File: src/rtl/mac_seq.sv
// Purpose: sequences one kernel window through the convolution MAC and returns the sum.
// Latency: res_valid rises num_taps+3 cycles after the window handshake.
// Backpressure: the result is held in HOLD until res_ready, and no new window is taken meanwhile.
//
// Ports:
//   clk, reset                    - clock, synchronous active-high reset (also clears the MAC)
//   win_valid/win_ready           - window handshake; win_data / wgt_data hold tap 0 in the LSBs
//   mac_reset/mac_start           - MAC clear and accumulate enable
//   mac_in1/mac_in2               - pixel/weight operand for the current tap
//   mac_o/mac_o_valid             - MAC accumulator value and its valid flag
//   res_valid/res_ready/res_data  - captured window sum, unsigned
//   err                           - sticky: MAC output was not valid when the sum was captured
module mac_seq #(
  parameter int num_taps   = 9,
  parameter int guard      = 4,
  parameter int in1_length = 8,
  parameter int in2_length = 8,
  localparam int acc_w     = in1_length + in2_length + guard
) (
  input  logic                           clk,
  input  logic                           reset,
  input  logic                           win_valid,
  output logic                           win_ready,
  input  logic [num_taps*in1_length-1:0] win_data,
  input  logic [num_taps*in2_length-1:0] wgt_data,
  output logic                           mac_reset,
  output logic [in1_length-1:0]          mac_in1,
  output logic [in2_length-1:0]          mac_in2,
  output logic                           mac_start,
  input  logic [acc_w-1:0]               mac_o,
  input  logic                           mac_o_valid,
  output logic                           res_valid,
  input  logic                           res_ready,
  output logic [acc_w-1:0]               res_data,
  output logic                           err
);

  localparam int cnt_w = (num_taps > 1) ? $clog2(num_taps) : 1;
  localparam logic [cnt_w-1:0] last_tap = cnt_w'(num_taps - 1);

  typedef enum logic [2:0] {
    IDLE  = 3'd0,
    CLEAR = 3'd1,
    ISSUE = 3'd2,
    DRAIN = 3'd3,
    HOLD  = 3'd4
  } state_t;

  state_t                state, state_nxt;
  logic [cnt_w-1:0]      cnt;
  logic [in1_length-1:0] pix_q [num_taps];
  logic [in2_length-1:0] wgt_q [num_taps];
  logic [acc_w-1:0]      res_data_q;
  logic                  err_q;

  // Control state, tap counter, result and sticky error.
  always_ff @(posedge clk) begin
    if (reset) begin
      state      <= IDLE;
      cnt        <= '0;
      res_data_q <= '0;
      err_q      <= 1'b0;
    end else begin
      state <= state_nxt;
      case (state)
        CLEAR: cnt <= '0;
        ISSUE: cnt <= cnt + cnt_w'(1);
        DRAIN: begin
          // The sum is captured either way so the consumer still gets a value;
          // a missing valid is only flagged.
          res_data_q <= mac_o;
          if (!mac_o_valid) err_q <= 1'b1;
        end
        default: ;
      endcase
    end
  end

  // Tap registers are pure datapath: only read in ISSUE, which is reachable
  // only after a fresh load, so they need no reset.
  always_ff @(posedge clk) begin
    if (state == IDLE && win_valid) begin
      for (int i = 0; i < num_taps; i++) begin
        pix_q[i] <= win_data[i*in1_length +: in1_length];
        wgt_q[i] <= wgt_data[i*in2_length +: in2_length];
      end
    end
  end

  always_comb begin
    state_nxt = state;
    case (state)
      IDLE:    if (win_valid) state_nxt = CLEAR;
      CLEAR:   state_nxt = ISSUE;
      ISSUE:   if (cnt == last_tap) state_nxt = DRAIN;
      DRAIN:   state_nxt = HOLD;
      HOLD:    if (res_ready) state_nxt = IDLE;
      default: state_nxt = IDLE;
    endcase
  end

  // Moore outputs; operands are forced to zero outside ISSUE.
  always_comb begin
    win_ready = 1'b0;
    mac_start = 1'b0;
    mac_in1   = '0;
    mac_in2   = '0;
    res_valid = 1'b0;
    case (state)
      IDLE:  win_ready = 1'b1;
      ISSUE: begin
        mac_start = 1'b1;
        mac_in1   = pix_q[cnt];
        mac_in2   = wgt_q[cnt];
      end
      HOLD:  res_valid = 1'b1;
      default: ;
    endcase
  end

  // Global reset reaches the MAC directly so it is cleared together with us.
  assign mac_reset = reset | (state == CLEAR);
  assign res_data  = res_data_q;
  assign err       = err_q;

endmodule

File: config.mk
export PLATFORM = sky130hd
export DESIGN_NAME = mac_seq
export DESIGN_NICKNAME = d
export VERILOG_FILES = /design/src/rtl/mac_seq.sv
export SDC_FILE = /design/constraint.sdc
export NUM_CORES = 1
export LEC_CHECK = 0
export CAP_MARGIN = 10
export CORE_MARGIN = 3
export CORE_UTILIZATION = 47
export CTS_CLUSTER_DIAMETER = 50
export DETAILED_ROUTE_END_ITERATION = 7
export MAX_ROUTING_LAYER = met4
export PLACE_DENSITY = 0.86
export SKIP_LAST_GASP = 1
export SYNTH_ARGS = -nofsm -noshare
export SYNTH_HDL_FRONTEND = slang
export SYNTH_SLANG_ARGS = --single-unit
File: constraint.sdc
create_clock -name clk -period 6.2 [get_ports clk]
set_input_delay 1.24 -clock clk [delete_from_list [all_inputs] [get_ports clk]]
set_output_delay 1.24 -clock clk [all_outputs]
set_load 0.02 [all_outputs]
=== Word level (Yosys, flattened, before mapping) ===
Memories as Yosys holds them, arrays and structs flattened. A register that Yosys moved wholly into a read port is not among the register bits.
Cells that the tools add are included.

* Reduce and logical (&&, ||, !) cells: 5
* Multipliers: 0
* Shifts and indexed selects: 0
* Add/sub/neg operators: 1
* Divide/modulo/power cells: 0
* Mux-type cells: 16
* Equality and inequality tests: 8
* Bitwise logic cells: 2
* $lt $le $gt $ge: 0

{| class="wikitable"
|+ Operator list
! operator !! count
|-
| $mux 4 || 4
|-
| $mux 8 || 2
|-
| $pmux 3 s5 || 1
|-
| $mux 3 || 3
|-
| $pmux 4 s2 || 1
|-
| $eq 3x2->1 const B || 2
|-
| $ne 2x2->1 const B || 3
|-
| $mux 1 || 5
|-
| $add 4x1->4 const B || 1
|-
| $eq 4x4->1 const B || 1
|-
| $eq 3x1->1 const B || 1
|-
| $eq 3x3->1 const B || 1
|-
| $logic_not 3->1 || 1
|-
| $reduce_and 3->1 || 1
|-
| $reduce_and 2->1 || 1
|-
| $reduce_bool 2->1 || 1
|-
| $logic_and 1x1->1 || 1
|-
| $not 1->1 || 1
|-
| $or 1x1->1 || 1
|}

* Memories: 2
* Latch bits: 0
* Word-level logic and storage cells: 38
* Bits in writable memories: 144
* Register bits after elaboration: 28
* Bits in read-only memories: 0
* Output and inout port bits: 41
* Bits of input ports: 169

{| class="wikitable"
|+ Memory list
! name !! words !! width !! read ports !! clocked after memory_dff !! wr ports !! line !! source
|-
| pix_q || 9 || 8 || 1 || 1 || 9 || 51 || <nowiki>logic [in1_length-1:0] pix_q [num_taps];</nowiki>
|-
| wgt_q || 9 || 8 || 1 || 1 || 9 || 52 || <nowiki>logic [in2_length-1:0] wgt_q [num_taps];</nowiki>
|}

=== Depth between registers and ports, before layout ===
* Depth in word-level cells: 4
* Mapped depth: 5
* Depth with buffers taken out: 5

=== Least setup slack after synthesis ===
No wires, ideal clock.

* Kind: in2reg
* Start: input port win_valid
* End: memory pix_q[0][0], enable pin
* Setup time: 0.520 ns
* Buffers on the path: 0
* Arrival: 4.530 ns
* Data required time: 5.680 ns
* Cell stages on the path: 1
* Slack: 1.150 ns
* Path through: and2_1

{| class="wikitable"
|+ RTL lines
! what !! line !! source
|-
| from (decl) || 22 || <nowiki>input logic win_valid,</nowiki>
|-
| to (decl) || 51 ||
|}

=== Worst setup path after layout ===
* Start: input port reset
* End: output port mac_reset

* Word-level cells in the longest chain between the ends: 1

{| class="wikitable"
|+ RTL lines
! what !! line !! source
|-
| from (decl) || 21 || <nowiki>input logic reset,</nowiki>
|-
| $or 1x1->1 || 122 || <nowiki>assign mac_reset = reset | (state == CLEAR);</nowiki>
|-
| to (decl) || 26 || <nowiki>output logic mac_reset,</nowiki>
|}

Every way passes these cells.

==> qor.txt <==
status = finished clean
number of post-CTS setup repair buffers = 0
Worst-path clk slew = 0.06 ns
# nets final = 813
Worst path slowest cell = clkdlybuf4s50_1
most common cell in the netlist = edfxtp_1
post-DP HPWL = 11.6 mm
netlist area before placement = 6830 sq um
PD cells = 286 nW/um^2
Slew Limit Fails = 0
Die Height = 127 microns
Synth top cells by count = 144 x edfxtp_1, 56 x a21oi_1, 51 x mux2_2
Yosys cell types = 36
Hold-fix buffers, CTS = 0
simple-gate area share of the yosys netlist = 0.0477
share of layout cells above drive strength 1 = 0.154
internal power = 2.16 mW
CP max FO = 28
clk root buf = clkbuf_16
Final Hold Fails = 0
Register Area = 4970 sq um
Core Region = 14000 sq um
FILL cells = 984
antenna cells = 0
Register-to-Register Path Depth = 3
worst path required time = 4.96 ns
family with the most delay on the worst path = buffers and inverters
Yosys top cell by area = edfxtp_1
CTS tree = done
htree depth = 4
Buf/Inv on CP = 2
area occupied by multi-input gates = 1710 sq um
Non-Filler Instances = 835
Post-synth EDFFs = 144
Slew HR = 0.244
synth top area cells = edfxtp_1 63%, dfxtp_1 9.4%, mux2_2 8.4%
DRT Wirelength = 17.0 mm
Final Skew = 0.00714 ns
Std-Cell Rows = 43
XOR/XNOR share of the synthesized area = 0.00257
drt drc = 0
I/O pins = 210
Net Sw Power = 0.581 mW
Flop pwr share = 0.520
number of antenna violations at the first check in global routing = 0
most used cell, CP = clkdlybuf4s50_1
Clk pwr share = 0.369
Die W = 127 microns
GR Util met1 = 0.270
final setup fails = 0
critical-path cell list = clkdlybuf4s50_1 > or2_2 > clkdlybuf4s50_1
PostCTS Resize Cnt = 0
CP arrival = 3.26 ns
Logic pwr share = 0.111
max-cap violations = 0
cts bufs inserted = 17
vias after detailed routing = 4517
Synth Area in Adders = 0.00367
Core Util, Final = 0.684
unrepaired setup endpoints after global routing = no
post-synthesis mux area share = 0.112
GP Congestion = 0.893
largest family of logic cells by synthesized area = multiplexers
FF+latch count, synth = 176
Hold Crit Depth = 2
starting density of the core = 0.486
Async S/R FF share, synth = 0
Synth Flop Type = edfxtp_1
cell depth of the worst setup path = 3
port buffer count = 209
Max Freq = 222 MHz
largest net degree at the start of global routing = 83
leakage = 3.26 nW
clock network latency to the later pin of the worst-skew pair = 0.42 ns
Cells after DPL = 803
critical path launch point type = input pin
met2 Track Usage GR = 0.361
vias in the first global route = 4885
Yosys top cell area share = 0.634
first-pass GRT wire length = 26.1 mm
via/cell ratio = 5.41
Syn Area/Cell = 15.5 sq um
Max IR drop VDD = 0.208 mV
Net Sw Frac = 0.212
Worst Hold Class = flip-flop to flip-flop
met3 Use GR = 0.0560
syn nets = 610
setup TNS = 0 ns
first drt pass iteration count = 5
gr busiest metal = met2
Total GRT Usage = 0.221
Die ar. = 16000 sq um
Worst path max stage delay = 0.91 ns
Post-Synthesis Cells = 439
gr ovfl total = 0
synthesis warning total = 0
CTS sink cnt = 176
WL/cell = 20.3 microns
kind of critical path = input pin to primary output
sequential area share after synthesis = 0.727
Worst setup EP type = primary output
Syn-to-layout area delta = 40.6%
clock period minus worst slack = 4.50 ns
Post-DRT Antenna Nets = 0
worst slew pin tran = 1.13 ns
Initial DRC Count = 363
post-synthesis compound-gate area fraction = 0.0832
Bufs on Longest Clock Path = 2
final period utilization = 0.726
[power by group through the flow]
stage | Clock [mW] | Sequential (mW) | Combinational [mW]
6_report | 1.01 | 1.43 | 0.304
5_1_grt | 1.08 | 1.44 | 0.326
2_1_floorplan | 0 | 1.44 | 0.156
3_3_place_gp | 0 | 1.45 | 0.295
3_5_place_dp | 0 | 1.45 | 0.304
4_1_cts | 1.03 | 1.43 | 0.307
[layout by cell type, fill, tap and decap left out, types with 2 or more instances in the layout]
cell             count
nand2_1             40
xnor2_1              2
clkinv_2             2
dfxtp_1             31
o21ai_0             21
clkbuf_2             2
and2_1               3
nor2b_2              2
clkdlybuf4s50_1    209
a222oi_1            16
ha_1                 2
inv_4                2
nor2_1               3
clkbuf_16           19
a21oi_1             56
buf_4                3
nor3_1               3
nand2b_1             2
clkbuf_8             3
mux2_4              12
nor3b_1              2
mux2_2              51
nand3b_1             2
edfxtp_1           144
inv_1                4
clkbuf_1             4
[final timing paths]
| kind | startpoint | end | slack (ns) |
|---|---|---|---|
| hold / removal | res_data[6] | res_data[6] | 0.46 |
| setup / recovery | reset | mac_reset | 1.70 |
| hold reg to reg | res_data[6] | res_data[6] | 0.46 |
| setup reg to reg | state[0] | pix_q[4][6] | 3.51 |
[sequential cells by signal, summed over array words and instances (netlist names), named ones only]
name and flops:
err 1, state 3, wgt_q 72, res_data 20, cnt 4, pix_q 72
[kinds of logic (layout without fill, tap and decap cells)]
kind of cell | Yosys count | in the layout
AND/OR/NAND/NOR | 67 | 67
XOR/XNOR | 2 | 2
adder cells (fa/ha/maj) | 2 | 2
buffers and inverters | 32 | 248
multiplexers | 64 | 64
flip-flops | 176 | 176
AO/OA/AOI/OAI | 96 | 96
[per-layer routing]
layer | up-vias | wire [microns]
li1 | 2083 | -
met1 | 2201 | 6750
met3 | 30 | 1470
met2 | 203 | 8440
met5 | - | 0
met4 | 0 | 308
[stage by stage]
stage                     total power, mW  setup WS (ns)  instance area, sq um  hold WS, ns
final                                2.75           1.70                  9600        0.455
after global routing                 2.85           1.65                  9600        0.479
after floorplan                      1.60           1.15                  6830        0.507
after global placement               1.74           1.80                  9030        0.442
after CTS                            2.77           1.72                  9600        0.456
after detailed placement             1.76           1.72                  9030        0.449
[worst register-to-register path: stages (launching register included)]
cell	delay (ns)
dfxtp_1	0.45
nor3_1	0.34
and2_4	0.89
buf_4	0.66
[layout make-up]
class	instances	area share
Clock inverter	4	0.00235
Clock buffer	28	0.0564
Timing Repair Buffer	212	0.220
Inverter	4	0.00156
Sequential cell	176	0.518
Tap cell	180	0.0235
Multi-Input combinational cell	231	0.178
No activity file was read; power rests on OpenSTA's default activity.
